===== config.mk =====
export PLATFORM = sky130hd
export DESIGN_NAME = multi_player_engine
export DESIGN_NICKNAME = d
export VERILOG_FILES = /design/src/rtl/multi_player_engine.sv
export SDC_FILE = /design/constraint.sdc
export NUM_CORES = 1
export LEC_CHECK = 0
export ABC_AREA = 1
export BUFFER_PORTS_ARGS = -buffer_cell sky130_fd_sc_hd__buf_2
export CELL_PAD_IN_SITES_DETAIL_PLACEMENT = 0
export CELL_PAD_IN_SITES_GLOBAL_PLACEMENT = 1
export CORE_AREA = 2 2 171 173
export CTS_BUF_LIST = sky130_fd_sc_hd__clkbuf_4 sky130_fd_sc_hd__clkbuf_8
export DETAILED_ROUTE_END_ITERATION = 6
export DIE_AREA = 0 0 173 175
export GPL_TIMING_DRIVEN = 1
export PLACE_DENSITY = 0.6
export SETUP_SLACK_MARGIN = 0.5
export SYNTH_ARGS = -nofsm -noshare
export SYNTH_HDL_FRONTEND = slang
export SYNTH_SLANG_ARGS = --single-unit

===== constraint.sdc =====
create_clock -name clk -period 2.65 [get_ports clk]
set_input_delay 0.53 -clock clk [delete_from_list [all_inputs] [get_ports clk]]
set_output_delay 0.53 -clock clk [all_outputs]
set_load 0.1 [all_outputs]

===== src/rtl/multi_player_engine.sv =====
// Tick-driven movement engine for up to four players on a bounded grid.
// Each tick scans players in index order: obstacle lookup, collision check, then erase/draw over a ready/valid pixel port.
module multi_player_engine #(
  parameter int N_PLAYERS   = 2,
  parameter int X_MAX       = 159,
  parameter int Y_MAX       = 119,
  parameter int TICK_CYCLES = 1000000,
  parameter int WRAP        = 0,
  parameter int START_X     = 20,
  parameter int START_Y     = 60,
  parameter int SPACING     = 40
) (
  input  logic                     clk,
  input  logic                     reset,
  input  logic [2*N_PLAYERS-1:0]   dir_in,
  input  logic [N_PLAYERS-1:0]     dir_valid,
  input  logic                     trail,
  input  logic [2:0]               obs_mem,
  output logic [7:0]               obs_x,
  output logic [6:0]               obs_y,
  output logic [7:0]               x,
  output logic [6:0]               y,
  output logic [2:0]               color_draw,
  output logic                     plot,
  input  logic                     plot_ready,
  output logic [8*N_PLAYERS-1:0]   pos_x,
  output logic [7*N_PLAYERS-1:0]   pos_y,
  output logic [2:0]               state
);

  typedef enum logic [2:0] {
    S_IDLE   = 3'd0,
    S_LOOKUP = 3'd1,
    S_WAIT   = 3'd2,
    S_DECIDE = 3'd3,
    S_ERASE  = 3'd4,
    S_DRAW   = 3'd5,
    S_NEXT   = 3'd6
  } state_e;

  localparam logic [7:0]  XM        = 8'(X_MAX);
  localparam logic [6:0]  YM        = 7'(Y_MAX);
  localparam logic [31:0] TICK_LAST = 32'(TICK_CYCLES - 1);
  localparam logic [1:0]  LAST_IDX  = 2'(N_PLAYERS - 1);
  localparam bit          WRAP_EN   = (WRAP != 0);

  state_e      state_r;
  logic [31:0] tick_cnt_r;
  logic        tick_s;
  logic        pending_r;
  logic [1:0]  idx_r;
  logic [3:0]  moving_r;
  logic        go_r;
  logic        oob_r;
  logic [1:0]  dir_r   [4];
  logic [7:0]  pos_x_r [4];
  logic [6:0]  pos_y_r [4];
  logic [7:0]  cur_x_s;
  logic [6:0]  cur_y_s;
  logic [7:0]  cand_x_s;
  logic [6:0]  cand_y_s;
  logic        oob_s;
  logic        hit_s;
  logic        blocked_s;
  logic [2:0]  color_s;

  assign tick_s    = (tick_cnt_r == TICK_LAST);
  assign color_s   = {1'b0, idx_r} + 3'd1;
  assign blocked_s = (obs_mem != 3'd0) || hit_s || (oob_r && !WRAP_EN);
  assign state     = state_r;

  for (genvar g = 0; g < N_PLAYERS; g++) begin : g_pos
    assign pos_x[8*g +: 8] = pos_x_r[g];
    assign pos_y[7*g +: 7] = pos_y_r[g];
  end

  // Free-running movement tick divider.
  always_ff @(posedge clk or negedge reset) begin
    if (!reset) begin
      tick_cnt_r <= 32'd0;
    end else if (tick_s) begin
      tick_cnt_r <= 32'd0;
    end else begin
      tick_cnt_r <= tick_cnt_r + 32'd1;
    end
  end

  // Per-player heading and moving flag, latched on each strobe.
  always_ff @(posedge clk or negedge reset) begin
    if (!reset) begin
      moving_r <= 4'd0;
      for (int i = 0; i < 4; i++) begin
        dir_r[i] <= 2'b00;
      end
    end else begin
      for (int i = 0; i < N_PLAYERS; i++) begin
        if (dir_valid[i]) begin
          dir_r[i]    <= dir_in[2*i +: 2];
          moving_r[i] <= 1'b1;
        end else begin
          dir_r[i]    <= dir_r[i];
          moving_r[i] <= moving_r[i];
        end
      end
    end
  end

  // Candidate cell one step along the current player's heading, with edge detection.
  always_comb begin
    cur_x_s  = pos_x_r[idx_r];
    cur_y_s  = pos_y_r[idx_r];
    cand_x_s = cur_x_s;
    cand_y_s = cur_y_s;
    oob_s    = 1'b0;
    case (dir_r[idx_r])
      2'b00: begin
        if (cur_y_s == 7'd0) begin
          cand_y_s = YM;
          oob_s    = 1'b1;
        end else begin
          cand_y_s = cur_y_s - 7'd1;
        end
      end
      2'b01: begin
        if (cur_x_s >= XM) begin
          cand_x_s = 8'd0;
          oob_s    = 1'b1;
        end else begin
          cand_x_s = cur_x_s + 8'd1;
        end
      end
      2'b10: begin
        if (cur_y_s >= YM) begin
          cand_y_s = 7'd0;
          oob_s    = 1'b1;
        end else begin
          cand_y_s = cur_y_s + 7'd1;
        end
      end
      2'b11: begin
        if (cur_x_s == 8'd0) begin
          cand_x_s = XM;
          oob_s    = 1'b1;
        end else begin
          cand_x_s = cur_x_s - 8'd1;
        end
      end
      default: begin
        oob_s = 1'b1;
      end
    endcase
  end

  // The registered candidate collides with any other player's current cell.
  always_comb begin
    hit_s = 1'b0;
    for (int j = 0; j < N_PLAYERS; j++) begin
      if ((2'(j) != idx_r) && (pos_x_r[j] == obs_x) && (pos_y_r[j] == obs_y)) begin
        hit_s = 1'b1;
      end else begin
        hit_s = hit_s;
      end
    end
  end

  // Scan sequencer: owns positions, lookup address and the pixel write port.
  always_ff @(posedge clk or negedge reset) begin
    if (!reset) begin
      state_r    <= S_IDLE;
      pending_r  <= 1'b0;
      idx_r      <= 2'd0;
      go_r       <= 1'b0;
      oob_r      <= 1'b0;
      obs_x      <= 8'd0;
      obs_y      <= 7'd0;
      x          <= 8'd0;
      y          <= 7'd0;
      color_draw <= 3'd0;
      plot       <= 1'b0;
      for (int i = 0; i < 4; i++) begin
        pos_x_r[i] <= 8'(START_X + i * SPACING);
        pos_y_r[i] <= 7'(START_Y);
      end
    end else begin
      if (tick_s && (state_r != S_IDLE)) begin
        pending_r <= 1'b1;
      end else begin
        pending_r <= pending_r;
      end
      case (state_r)
        S_IDLE: begin
          if (tick_s || pending_r) begin
            state_r   <= S_LOOKUP;
            idx_r     <= 2'd0;
            pending_r <= 1'b0;
          end else begin
            state_r <= S_IDLE;
          end
        end
        S_LOOKUP: begin
          obs_x   <= cand_x_s;
          obs_y   <= cand_y_s;
          oob_r   <= oob_s;
          go_r    <= moving_r[idx_r];
          state_r <= S_WAIT;
        end
        S_WAIT: begin
          state_r <= S_DECIDE;
        end
        S_DECIDE: begin
          if (blocked_s || !go_r) begin
            state_r <= S_NEXT;
          end else begin
            state_r    <= S_ERASE;
            plot       <= 1'b1;
            x          <= pos_x_r[idx_r];
            y          <= pos_y_r[idx_r];
            color_draw <= trail ? color_s : 3'd0;
          end
        end
        S_ERASE: begin
          if (plot_ready) begin
            pos_x_r[idx_r] <= obs_x;
            pos_y_r[idx_r] <= obs_y;
            x              <= obs_x;
            y              <= obs_y;
            color_draw     <= color_s;
            state_r        <= S_DRAW;
          end else begin
            state_r <= S_ERASE;
          end
        end
        S_DRAW: begin
          if (plot_ready) begin
            plot    <= 1'b0;
            state_r <= S_NEXT;
          end else begin
            state_r <= S_DRAW;
          end
        end
        S_NEXT: begin
          if (idx_r == LAST_IDX) begin
            idx_r   <= 2'd0;
            state_r <= S_IDLE;
          end else begin
            idx_r   <= idx_r + 2'd1;
            state_r <= S_LOOKUP;
          end
        end
        default: begin
          plot    <= 1'b0;
          state_r <= S_IDLE;
        end
      endcase
    end
  end

endmodule

==> results.yml <==
status:
  status: "finished, final reports clean"
worst_setup_path:
  crit_fanout: 4
  crit_type: "reg -> reg"
  cpPeakStageDelay_ps: 490
  cp.required_ps: 3060
  startpoint_type: "register"
  critical_path_arrival_ps: 2570
  critical-path-slowest-cell: "dfrtp_2"
  crit_chain: "buf_12 > buf_8 > ha_4 > inv_4 > o21ai_2 > nor2_2 > nand3_1 > nor2_1 > nand2_2 > nand4_1 > buf_6 > clkbuf_16 > nand3_2 > nand2_1"
  endpoint_kind: "register"
global_route:
  grt_use_total_pct: 19.8
  grt_pass1_wl_um: 45700
  grt_overflow: 0
  use_met1_pct: 28.3
  grtUsageMet2_pct: 30.1
  busiest_layer: "met2"
  grt_pass1_vias: 7650
  grt.met3_usage_pct: 3.92
  grt_max_degree: 58
  grt_antenna_before_repair: 0
finish:
  syn_to_final_growth_pct: 29.0
  fin_nets: 1277
  multi_input_area_mm2: 0.00466
  fillers: 3076
  final_layout_size_suffix_gt1_share_pct: 31.4
  finalCoreUtilization_pct: 38.4
  fin_cells: 1650
  ff_latch_area_mm2: 0.00356
  antenna_cells: 0
drt:
  drtAntennaViolNets: 0
  first_pass_iters: 7
  wl_um: 29900
  drc: 0
  drt_iter0_markers: 556
  wire_per_inst_um: 18.1
  vias: 7924
  vias_per_cell: 4.80
clocking:
  numCtsBuffers: 17
  htree_levels: 4
  clockBufferDepth: 2
  clock_sinks: 140
  clk_latency_ps: 480
  clk_pin_slew_ps: 100
  root_buffer: "clkbuf_8"
  cts_tree: "done"
synthesis:
  synth_edf_count: 0
  ys_top_cells_by_area: "dfrtp_1 33%, nand2_1 15%, dfstp_2 8.7%"
  syn_area_mm2: 0.00845
  yosysSeqAreaShare_pct: 41.9
  post-synth-top-count-cell: "nand2_1"
  netlist_instances: 1132
  synthFlopType: "dfrtp_1"
  synthesis.nets: 1156
  synth.distinct_cells: 39
  synth_seq_cells: 140
  netlist.area_leader.share_pct: 33.2
  syn_area_per_cell_um2: 7.47
  synth-async-reset-ratio_pct: 100
  yosysWarnings: 6
  synth_top_area_cell: "dfrtp_1"
  synth_common_cells: "329 x nand2_1, 122 x inv_1, 112 x dfrtp_1"
floorplan:
  row_count: 62
  core_mm2: 0.0284
  fp.dieW_um: 173
  die_area_mm2: 0.0303
  initial_core_util_pct: 29.8
  die_h_um: 175
  pin_count: 80
flow_run:
  drv_cap: 0
placement:
  hpwl_um: 21100
  dp_cells: 1557
  routabilityCongestion: 0.839
  io_buffers: 79
sta:
  rsz0062_at_grt: "yes"
  fin_crit_ps: 2160
  tightestPinTransition_ps: 812
  drv_slew: 0
  hold_violations: 0
  fin_setup_tns_ps: 0
  relSlewSlack_pct: 45.3
  final.period_utilization_pct: 81.4
  skew_ps: 22.9
  whs_ps: 278
  setup_viol: 0
  fmax_mhz: 463
hold_path:
  min_path_type: "in -> reg"
==> path summary, 6_finish.rpt <==
kind	start	endpoint	slack, ps	cells after the start
worst max register to register	idx_r[0]	x[5]	490	14
worst max-delay path	idx_r[0]	x[5]	490	14
max in group asynchronous	reset	pos_y[2]	1400	3
worst min-delay path	dir_in[3]	dir_r[5]	280	3
worst min register to register	moving_r[1]	moving_r[1]	470	1
min in group asynchronous	reset	tick_cnt_r[15]	530	2
==> routing by layer <==
metal | part of all wire, % | vias up | wire [um]
li1 | - | 3862 | -
met4 | 2.2 | 0 | 657
met1 | 48 | 3799 | 14500
met5 | 0 | - | 0
met2 | 44 | 232 | 13300
met3 | 5.1 | 31 | 1520
==> cells by family after synthesis <==
group | count (synthesis) | synth area share, %
AOI/OAI and AO/OA | 137 | 9.56
xor gates and xnor gates | 32 | 3.32
adders and majority gates | 11 | 1.63
buffers and inverters | 195 | 10.8
DFF | 140 | 41.9
muxes | 12 | 1.63
and+or+nand+nor | 605 | 31.2
==> worst max-delay path: cells and delay by family, from the launching register on <==
kind | cells | cell delay [ps]
compound gates | 1 | 50
fa+ha+maj | 1 | 150
buf+inv | 5 | 690
flops | 1 | 490
simple gates | 7 | 700
==> registers in the layout, indices dropped and copies added, names as in the netlist <==
signal      flops
plot            1
pos_x_r        16
moving_r        2
y               7
oob_r           1
tick_cnt_r     32
obs_x           8
pos_y          14
obs_y           7
state           3
dir_r           4
pos_y_r        14
pos_x          16
x               8
idx_r           2
go_r            1
pending_r       1
color_draw      3
==> through the flow <==
| step | worst slack, ps | cell area [um^2] |
|---|---|---|
| 3_5_place_dp | 212 | 9150 |
| 2_1_floorplan | 619 | 8470 |
| 5_1_grt | 371 | 10900 |
| 6_report | 492 | 10900 |
| 3_3_place_gp | 200 | 9150 |
| 4_1_cts | 436 | 10200 |
==> area by class of cell <==
cell class | instances | area share [%]
multi-input cells | 800 | 42.7
flip-flops and latches | 140 | 32.7
repair buffers | 162 | 11.5
inverters | 132 | 4.77
well taps | 384 | 4.41
clock buffers | 17 | 2.15
clock inverters | 15 | 1.81
==> cells in the final DEF (no fill, tap or decap), types with 6 or more instances in the layout <==
cell type  instances
nor2_2            10
ha_4               6
o21a_1            30
xor2_1            23
nand4_1           22
xnor2_1            9
buf_6             11
mux2_2            11
dfrtp_1           93
nand2_2           31
o21ai_1            9
nand2_1          289
o21ai_0           58
nand3_2           24
a21oi_1           12
dfstp_2           28
dfrtp_2           19
nor3_1            20
clkbuf_8          17
nor2_1            84
inv_1            119
buf_12             7
buf_2             77
inv_6              6
inv_4              7
nor2_4            12
nand2_4           25
buf_4             59
o22ai_1           17
nand3_1           67
==> timing repair <==
action,in CTS,in global routing
pin swaps,17,52
hold buffers,1,0
gates resized for setup,74,111
setup buffers,25,27
setup endpoints to repair,50,68
gates cloned,6,2
hold endpoints to repair,27,0
Power is not shown: default switching activity piles up to over one toggle a cycle in this logic, so the estimate is an artifact.
